==> src/rtl/y_sram_update_writer.sv <==
// Read-modify-write of one complex element in a 256-bit Y SRAM word, with hold/done/err handshakes.
// Optional YWR_ACCUM_EN: saturating add into the lane instead of replacement.
module y_sram_update_writer #(
    parameter int unsigned NUM_ROWS      = 32,
    parameter int unsigned WORDS_PER_ROW = 16
) (
    input  logic         clock,
    input  logic         reset,
    input  logic         chg_valid,
    output logic         chg_ready,
    input  logic [15:0]  chg_row,
    input  logic [15:0]  chg_col,
    input  logic [23:0]  chg_real,
    input  logic [23:0]  chg_img,
    output logic [10:0]  rdAddr,
    input  logic [255:0] rdData,
    output logic         WE,
    output logic [10:0]  WriteAddress,
    output logic [255:0] WriteBus,
    output logic         hold,
    output logic         done,
    output logic         err,
    output logic [15:0]  upd_count
);

    localparam int unsigned AW       = 11;
    localparam int unsigned DW       = 256;
    localparam int unsigned EW       = 24;
    localparam int unsigned CW       = 16;
    localparam int unsigned NUM_COLS = 4 * WORDS_PER_ROW;

    typedef enum logic [1:0] {
        IDLE = 2'd0,
        RD   = 2'd1,
        CAP  = 2'd2,
        WR   = 2'd3
    } state_e;

    state_e          state_q, state_d;
    logic            chg_ready_q, chg_ready_d;
    logic [AW-1:0]   rd_addr_q, rd_addr_d;
    logic [AW-1:0]   addr_q, addr_d;
    logic [1:0]      lane_q, lane_d;
    logic [EW-1:0]   new_re_q, new_re_d;
    logic [EW-1:0]   new_im_q, new_im_d;
    logic            we_q, we_d;
    logic [AW-1:0]   wr_addr_q, wr_addr_d;
    logic [DW-1:0]   wr_bus_q, wr_bus_d;
    logic            hold_q, hold_d;
    logic            done_q, done_d;
    logic            err_q, err_d;
    logic [CW-1:0]   cnt_q, cnt_d;
    logic [7:0]      re_lsb, im_lsb;

`ifdef YWR_ACCUM_EN
    // Signed add clamped to the 24-bit range on overflow.
    function automatic logic [EW-1:0] sat_add(input logic [EW-1:0] a, input logic [EW-1:0] b);
        logic [EW:0] s;
        s = {a[EW-1], a} + {b[EW-1], b};
        if (s[EW] != s[EW-1])
            return s[EW] ? {1'b1, {(EW-1){1'b0}}} : {1'b0, {(EW-1){1'b1}}};
        return s[EW-1:0];
    endfunction
`endif

    always_comb begin
        state_d   = state_q;
        rd_addr_d = rd_addr_q;
        addr_d    = addr_q;
        lane_d    = lane_q;
        new_re_d  = new_re_q;
        new_im_d  = new_im_q;
        we_d      = 1'b0;
        wr_addr_d = wr_addr_q;
        wr_bus_d  = wr_bus_q;
        done_d    = 1'b0;
        err_d     = 1'b0;
        cnt_d     = cnt_q;
        re_lsb    = {lane_q, 6'd24};
        im_lsb    = {lane_q, 6'd0};

        case (state_q)
            IDLE: begin
                if (chg_valid) begin
                    if (32'(chg_row) >= NUM_ROWS || 32'(chg_col) >= NUM_COLS) begin
                        err_d = 1'b1;
                    end else begin
                        addr_d    = AW'(32'(chg_row) * WORDS_PER_ROW + 32'(chg_col >> 2));
                        rd_addr_d = addr_d;
                        lane_d    = chg_col[1:0];
                        new_re_d  = chg_real;
                        new_im_d  = chg_img;
                        state_d   = RD;
                    end
                end
            end
            RD: state_d = CAP;
            CAP: begin
                // Other lanes and all pad bits pass through from the read word.
                wr_bus_d = rdData;
`ifdef YWR_ACCUM_EN
                wr_bus_d[re_lsb +: EW] = sat_add(rdData[re_lsb +: EW], new_re_q);
                wr_bus_d[im_lsb +: EW] = sat_add(rdData[im_lsb +: EW], new_im_q);
`else
                wr_bus_d[re_lsb +: EW] = new_re_q;
                wr_bus_d[im_lsb +: EW] = new_im_q;
`endif
                state_d = WR;
            end
            WR: begin
                we_d      = 1'b1;
                wr_addr_d = addr_q;
                done_d    = 1'b1;
                cnt_d     = cnt_q + CW'(1);
                state_d   = IDLE;
            end
            default: state_d = IDLE;
        endcase

        chg_ready_d = (state_d == IDLE);
        hold_d      = (state_d != IDLE);
    end

    always_ff @(posedge clock or negedge reset) begin
        if (!reset) begin
            state_q     <= IDLE;
            chg_ready_q <= 1'b1;
            rd_addr_q   <= '0;
            addr_q      <= '0;
            lane_q      <= '0;
            new_re_q    <= '0;
            new_im_q    <= '0;
            we_q        <= 1'b0;
            wr_addr_q   <= '0;
            wr_bus_q    <= '0;
            hold_q      <= 1'b0;
            done_q      <= 1'b0;
            err_q       <= 1'b0;
            cnt_q       <= '0;
        end else begin
            state_q     <= state_d;
            chg_ready_q <= chg_ready_d;
            rd_addr_q   <= rd_addr_d;
            addr_q      <= addr_d;
            lane_q      <= lane_d;
            new_re_q    <= new_re_d;
            new_im_q    <= new_im_d;
            we_q        <= we_d;
            wr_addr_q   <= wr_addr_d;
            wr_bus_q    <= wr_bus_d;
            hold_q      <= hold_d;
            done_q      <= done_d;
            err_q       <= err_d;
            cnt_q       <= cnt_d;
        end
    end

    assign chg_ready    = chg_ready_q;
    assign rdAddr       = rd_addr_q;
    assign WE           = we_q;
    assign WriteAddress = wr_addr_q;
    assign WriteBus     = wr_bus_q;
    assign hold         = hold_q;
    assign done         = done_q;
    assign err          = err_q;
    assign upd_count    = cnt_q;

endmodule

==> config.mk <==
export PLATFORM = sky130hd
export DESIGN_NAME = y_sram_update_writer
export DESIGN_NICKNAME = d
export VERILOG_FILES = /design/src/rtl/y_sram_update_writer.sv
export SDC_FILE = /design/constraint.sdc
export NUM_CORES = 1
export LEC_CHECK = 0
export CAP_MARGIN = 20
export CORE_AREA = 2 2 247 249
export DETAILED_ROUTE_END_ITERATION = 10
export DIE_AREA = 0 0 249 251
export HOLD_SLACK_MARGIN = 0.15
export REMOVE_ABC_BUFFERS = 1
export SYNTH_ARGS = -nofsm -noshare
export SYNTH_HDL_FRONTEND = slang
export SYNTH_SLANG_ARGS = --single-unit
==> constraint.sdc <==
create_clock -name clock -period 3.87 [get_ports clock]
set_clock_uncertainty 0.1 [all_clocks]
set_input_delay 0.774 -clock clock [delete_from_list [all_inputs] [get_ports clock]]
set_output_delay 0.774 -clock clock [all_outputs]
set_load 0.005 [all_outputs]
==> flow_metrics.env, run 1 <==
export IMPL_status="complete, no violations"
export IMPL_hpwlAfterDp_mm=42.9
export IMPL_area_growth_pct=56.7
export IMPL_rsz0062_at_grt="no"
export IMPL_most_common_layout_cells="clkdlybuf4s50_1 (636), a21oi_1 (386), dfrtp_1 (349), nor2_1 (199), nor2b_1 (193)"
export IMPL_cts_resized=0
export IMPL_cp_required_ns=4.24
export IMPL_syn_avg_cell_area_um2=10.5
export IMPL_synth_distinct_cells=45
export IMPL_p_leak_nw=10.1
export IMPL_synth_edf_count=0
export IMPL_rows=90
export IMPL_ys_ff_latch=350
export IMPL_drtIter0Drc=632
export IMPL_synth_area_leaders="dfrtp_1 (56%), a21oi_1 (12%), mux2_2 (9.5%), nor2b_1 (7.8%), nor2_1 (4.8%)"
export IMPL_hold_viol_final=0
export IMPL_path_max_fanout=24
export IMPL_relSlewSlack=0.497
export IMPL_syn_inst=1473
export IMPL_ys_flop_type="dfrtp_1"
export IMPL_drt_pass1_iter_count=5
export IMPL_ant_nets=0
export IMPL_grt_overflow=0
export IMPL_cts_tree="done"
export IMPL_criticalPathCategory="flip-flop to flip-flop"
export IMPL_fmax_mhz=365
export IMPL_nFillCells=5764
export IMPL_fp_dieArea_um2=62500
export IMPL_fin_area_um2=24200
export IMPL_grt_pass1_wl_mm=87.8
export IMPL_post_route_min_period_ns=2.74
export IMPL_hold_ws_ns=0.372
export IMPL_num_io_pins=638
export IMPL_yosys_warnings=0
export IMPL_tightest_slew_ns=0.755
export IMPL_grt_usage=0.184
export IMPL_holdPathStages=1
export IMPL_rr_worst_depth=6
export IMPL_setup_viol=0
export IMPL_yosysSeqAreaShare=0.567
export IMPL_cts_buffers=41
export IMPL_die_h_um=251
export IMPL_synth_area_um2=15500
export IMPL_cts_htree_levels=2
export IMPL_drv_cap=0
export IMPL_clkTransAtPathRegs_ns=0.06
export IMPL_wirelength_mm=59.4
export IMPL_final_layout_size_suffix_gt1_frac=0.116
export IMPL_die_w_um=249
export IMPL_dr_total_vias=13600
export IMPL_synth_top_cell_by_area="dfrtp_1"
export IMPL_synth_top_area_frac=0.565
export IMPL_clk_latency_ns=0.55
export IMPL_place_area_um2=22800
export IMPL_post_drt_wl_per_cell_um=20.5
export IMPL_route_detailed_drc=0
export IMPL_endpoint_kind="flip-flop"
export IMPL_arrival_ns=3.11
export IMPL_cts_sinks=350
export IMPL_async_flop_share=1.00
export IMPL_root_buffer="clkbuf_16"
export IMPL_gp_congestion=0.895
export IMPL_nNetsFinal=2441
export IMPL_post_route_period_util=0.709
export IMPL_drv_slew=0
export IMPL_p_per_area_nw_per_um2=345
export IMPL_core_area_um2=59800
export IMPL_antenna_found_initial=7
export IMPL_mostFrequentLayoutCell="clkdlybuf4s50_1"
export IMPL_post_drt_via_cell_ratio=4.67
export IMPL_port_buffers=637
export IMPL_start_kind="flip-flop"
export IMPL_ctsLongestPathBuffers=3
export IMPL_grt_max_degree=123
export IMPL_hp_class="flip-flop to flip-flop"
export IMPL_grt_pass1_vias=14100
export IMPL_ir_drop_v=0.000265
export IMPL_start_util=0.259
[layer usage]
layer / up-vias / GRT usage / part of all wire
met5: - / 0 / 0.00047
li1: 6269 / - / -
met1: 6622 / 0.217 / 0.40
met3: 116 / 0.0586 / 0.081
met2: 550 / 0.313 / 0.49
met4: 4 / 0.0660 / 0.032
[cell usage after synthesis, types with 6 or more instances]
master and number:
nand3_1 6, nor2_1 199, mux2_2 130, dfrtp_1 349, ha_1 16, mux2_1 6, inv_1 9, xnor2_1 13
and3_1 8, nand2_1 9, nor2b_1 193, clkbuf_1 89, a21oi_1 386
[logic make-up (layout without fill, tap and decap cells)]
logic type                 Yosys count  after routing  synth area share
muxes                              136            136            0.0991
buffers and inverters              110            751            0.0295
other                                0              6                 0
xor gates and xnor gates            18             18            0.0102
and+or+nand+nor                    439            439             0.146
AOI/OAI and AO/OA                  403            403             0.134
DFF                                350            350             0.567
adders and majority gates           17             17            0.0142
[worst max-delay path, cell delays in order (launching register included)]
cell,delay [ns]
dfrtp_1,0.53
inv_1,0.30
ha_2,0.64
nor4bb_4,0.31
buf_4,0.42
a21oi_1,0.15
a21oi_1,0.17
[per-stage QoR]
stage	power, mW	TNS (ns)	std cells	utilization	worst slack [ns]
final	8.36	0	2902	0.405	1.13
after global routing	8.68	0	2901	0.405	0.941
after CTS	8.49	0	2896	0.405	1.05
after detailed placement	4.40	0	2823	0.381	0.698
after global placement	4.39	0	2823	0.381	0.708
after floorplan	3.90	-1374.98	1372	-	-5.86
[power breakdown]
group	switching [mW]	internal [mW]	leakage, nW
sequential	0.00966	3.68	3.88
combinational	0.219	0.423	5.53
clock	1.56	2.47	0.693
[registers in the layout, summed over array words and instances (netlist names), 2 cells and up]
signal,flops
state_q,2
WriteAddress,11
new_im_q,24
new_re_q,24
lane_q,2
upd_count,16
WriteBus,256
addr_q,11
[area by class of cell]
type,instances,area [um^2],area share
Clock buffer,65,1290,0.0532
Clock inverter,7,114,0.00470
Sequential cell,350,8760,0.362
Inverter,9,33.8,0.00139
Multi-Input combinational cell,1013,6310,0.261
Antenna cell,6,15.0,0.000620
Tap cell,782,978,0.0404
Timing Repair Buffer,670,6720,0.277
[repair_timing]
item | CTS | global route
endpoints found under the hold margin | 7 | 0
endpoints found under the setup margin | 0 | 0
buffers inserted | 0 | 0
hold buffers | 1 | 0
[final timing paths]
check	start	endpoint	slack (ns)
worst max register to register	lane_q[0]$_DFFE_PN0P_	WriteBus[131]$_DFFE_PN0P_	1.13
worst min-delay path	upd_count[15]$_DFFE_PN0P_	upd_count[15]$_DFFE_PN0P_	0.37
worst max-delay path	lane_q[0]$_DFFE_PN0P_	WriteBus[131]$_DFFE_PN0P_	1.13
worst min register to register	upd_count[15]$_DFFE_PN0P_	upd_count[15]$_DFFE_PN0P_	0.37
max in group asynchronous	reset	WriteBus[53]$_DFFE_PN0P_	1.93
min in group asynchronous	reset	upd_count[12]$_DFFE_PN0P_	0.72
Power figures use the tool's default switching activity.
==> run 2, diff against run 1 <==
Settings changed: CORE_AREA 2 2 247 249 to 2 2 251 253, DIE_AREA 0 0 249 251 to 0 0 253 255.
Clock period 3.87 ns to 2.6 ns, I/O delays scaled along.
==> flow_metrics.env, run 2 (synthesized netlist as in run 1, its figures left out) <==
export IMPL_status="complete, no violations"
export IMPL_route_detailed_drc=0
export IMPL_mostFrequentLayoutCell="clkdlybuf4s50_1"
export IMPL_start_kind="flip-flop"
export IMPL_grt_max_degree=64
export IMPL_critPathTopFamily="buffers and inverters"
export IMPL_nNetsFinal=2476
export IMPL_finalCoreUtilization=0.396
export IMPL_wirelength_mm=59.6
export IMPL_port_buffers=637
export IMPL_largest_reg_flops=256
export IMPL_clk_latency_ns=0.55
export IMPL_ir_drop_v=0.000421
export IMPL_fin_area_um2=24600
export IMPL_core_area_um2=62200
export IMPL_crit_slowest_cell="clkdlybuf4s50_1"
export IMPL_cts_tree="done"
export IMPL_grt_pass1_wl_mm=87.4
export IMPL_post_drt_wl_per_cell_um=20.2
export IMPL_relSlewSlack=0.627
export IMPL_post_route_period_util=0.882
export IMPL_grt_pass1_vias=14400
export IMPL_path_cells="clkdlybuf4s50_1"
export IMPL_root_buffer="clkbuf_16"
export IMPL_drtIter0Drc=748
export IMPL_p_per_area_nw_per_um2=504
export IMPL_grt_usage=0.178
export IMPL_cp_slowest_stage_delay_ns=0.59
export IMPL_holdPathStages=1
export IMPL_drv_slew=0
export IMPL_final_layout_size_suffix_gt1_frac=0.133
export IMPL_drt_pass1_iter_count=5
export IMPL_antenna_found_initial=4
export IMPL_fmax_mhz=436
export IMPL_die_h_um=255
export IMPL_grt_overflow=0
export IMPL_num_io_pins=638
export IMPL_finalWorstSetupSlack_ns=0.307
export IMPL_cts_buffers=42
export IMPL_r2r_slack_ns=0.38
export IMPL_path_max_fanout=1
export IMPL_arrival_ns=1.67
export IMPL_path_buf_inv=1
export IMPL_endpoint_kind="primary output"
export IMPL_cts_htree_levels=2
export IMPL_rows=92
export IMPL_start_util=0.249
export IMPL_power_mw=12.4
export IMPL_hpwlAfterDp_mm=44.2
export IMPL_place_ws_ns=-0.141
export IMPL_cts_sinks=350
export IMPL_p_leak_nw=10.3
export IMPL_area_growth_pct=59.1
export IMPL_r2r_end="WriteBus[3]$_DFFE_PN0P_"
export IMPL_rsz0062_at_grt="no"
export IMPL_most_common_layout_cells="clkdlybuf4s50_1 (636), a21oi_1 (386), dfrtp_1 (349), nor2_1 (199), nor2b_1 (193)"
export IMPL_post_route_min_period_ns=2.29
export IMPL_post_drt_via_cell_ratio=4.64
export IMPL_ctsLongestPathBuffers=3
export IMPL_drv_cap=0
export IMPL_gp_congestion=0.872
export IMPL_cp_required_ns=1.98
export IMPL_hp_start="upd_count[15]$_DFFE_PN0P_"
export IMPL_setup_viol=0
export IMPL_fp_dieArea_um2=64500
export IMPL_hold_ws_ns=0.391
export IMPL_postCtsSetupRepairBufs=0
export IMPL_ant_nets=0
export IMPL_clkTransAtPathRegs_ns=0.06
export IMPL_min_to="upd_count[15]$_DFFE_PN0P_"
export IMPL_crit_reg2reg_launch="lane_q[1]$_DFFE_PN0P_"
export IMPL_die_w_um=253
export IMPL_rr_worst_depth=6
export IMPL_place_area_um2=23200
export IMPL_tightest_slew_ns=0.554
export IMPL_hp_class="flip-flop to flip-flop"
export IMPL_hold_viol_final=0
export IMPL_criticalPathCategory="flip-flop to primary output"
export IMPL_dr_total_vias=13700
export IMPL_cts_resized=0
run 2: area by class of cell:
| class | instances | area [um^2] |
|---|---|---|
| antenna | 5 | 12.5 |
| clock buffer | 61 | 1240 |
| clock inverter | 15 | 150 |
| fill | 6028 | 37600 |
| inverter | 9 | 33.8 |
| multi-input combinational | 1013 | 6310 |
| sequential | 350 | 8760 |
| tap | 799 | 1000 |
| timing repair buffer | 704 | 7090 |
run 2: metrics by stage:
step           cells  setup TNS (ns)
3_5_place_dp    2874           -5.36
6_report        2956               0
3_3_place_gp    2874           -4.60
4_1_cts         2951               0
2_1_floorplan   1372        -1725.40
5_1_grt         2953               0
run 2: how the worst max path moves through the flow:
stage	cells after the start	slack (ns)	end	start
floorplan	4	-7.13	hold$_DFF_PN0_	state_q[0]$_DFF_PN0_
global placement	6	-0.12	new_re_q[20]$_DFFE_PN0P_	chg_col[7]
detailed placement	6	-0.14	new_im_q[4]$_DFFE_PN0P_	chg_col[7]
CTS	1	0.24	chg_ready	chg_ready$_DFF_PN1_
global route	6	0.25	WriteBus[130]$_DFFE_PN0P_	lane_q[1]$_DFFE_PN0P_
finish	1	0.31	chg_ready	chg_ready$_DFF_PN1_
run 2: repair_timing:
item                                    CTS  global route
endpoints found under the setup margin    0             0
hold endpoints to repair                 43             0
hold buffers                              1             0
run 2: power by group:
group	switching (mW)	internal, mW	total (mW)
combinational	0.342	0.649	0.992
clock	2.39	3.52	5.91
sequential	0.0149	5.47	5.49
total	2.74	9.65	12.4
run 2: per-layer routing:
metal | global-route usage | share of wire
met1 | 0.211 | 0.39
met2 | 0.301 | 0.49
met3 | 0.0538 | 0.080
met4 | 0.0719 | 0.034
met5 | 0 | 0
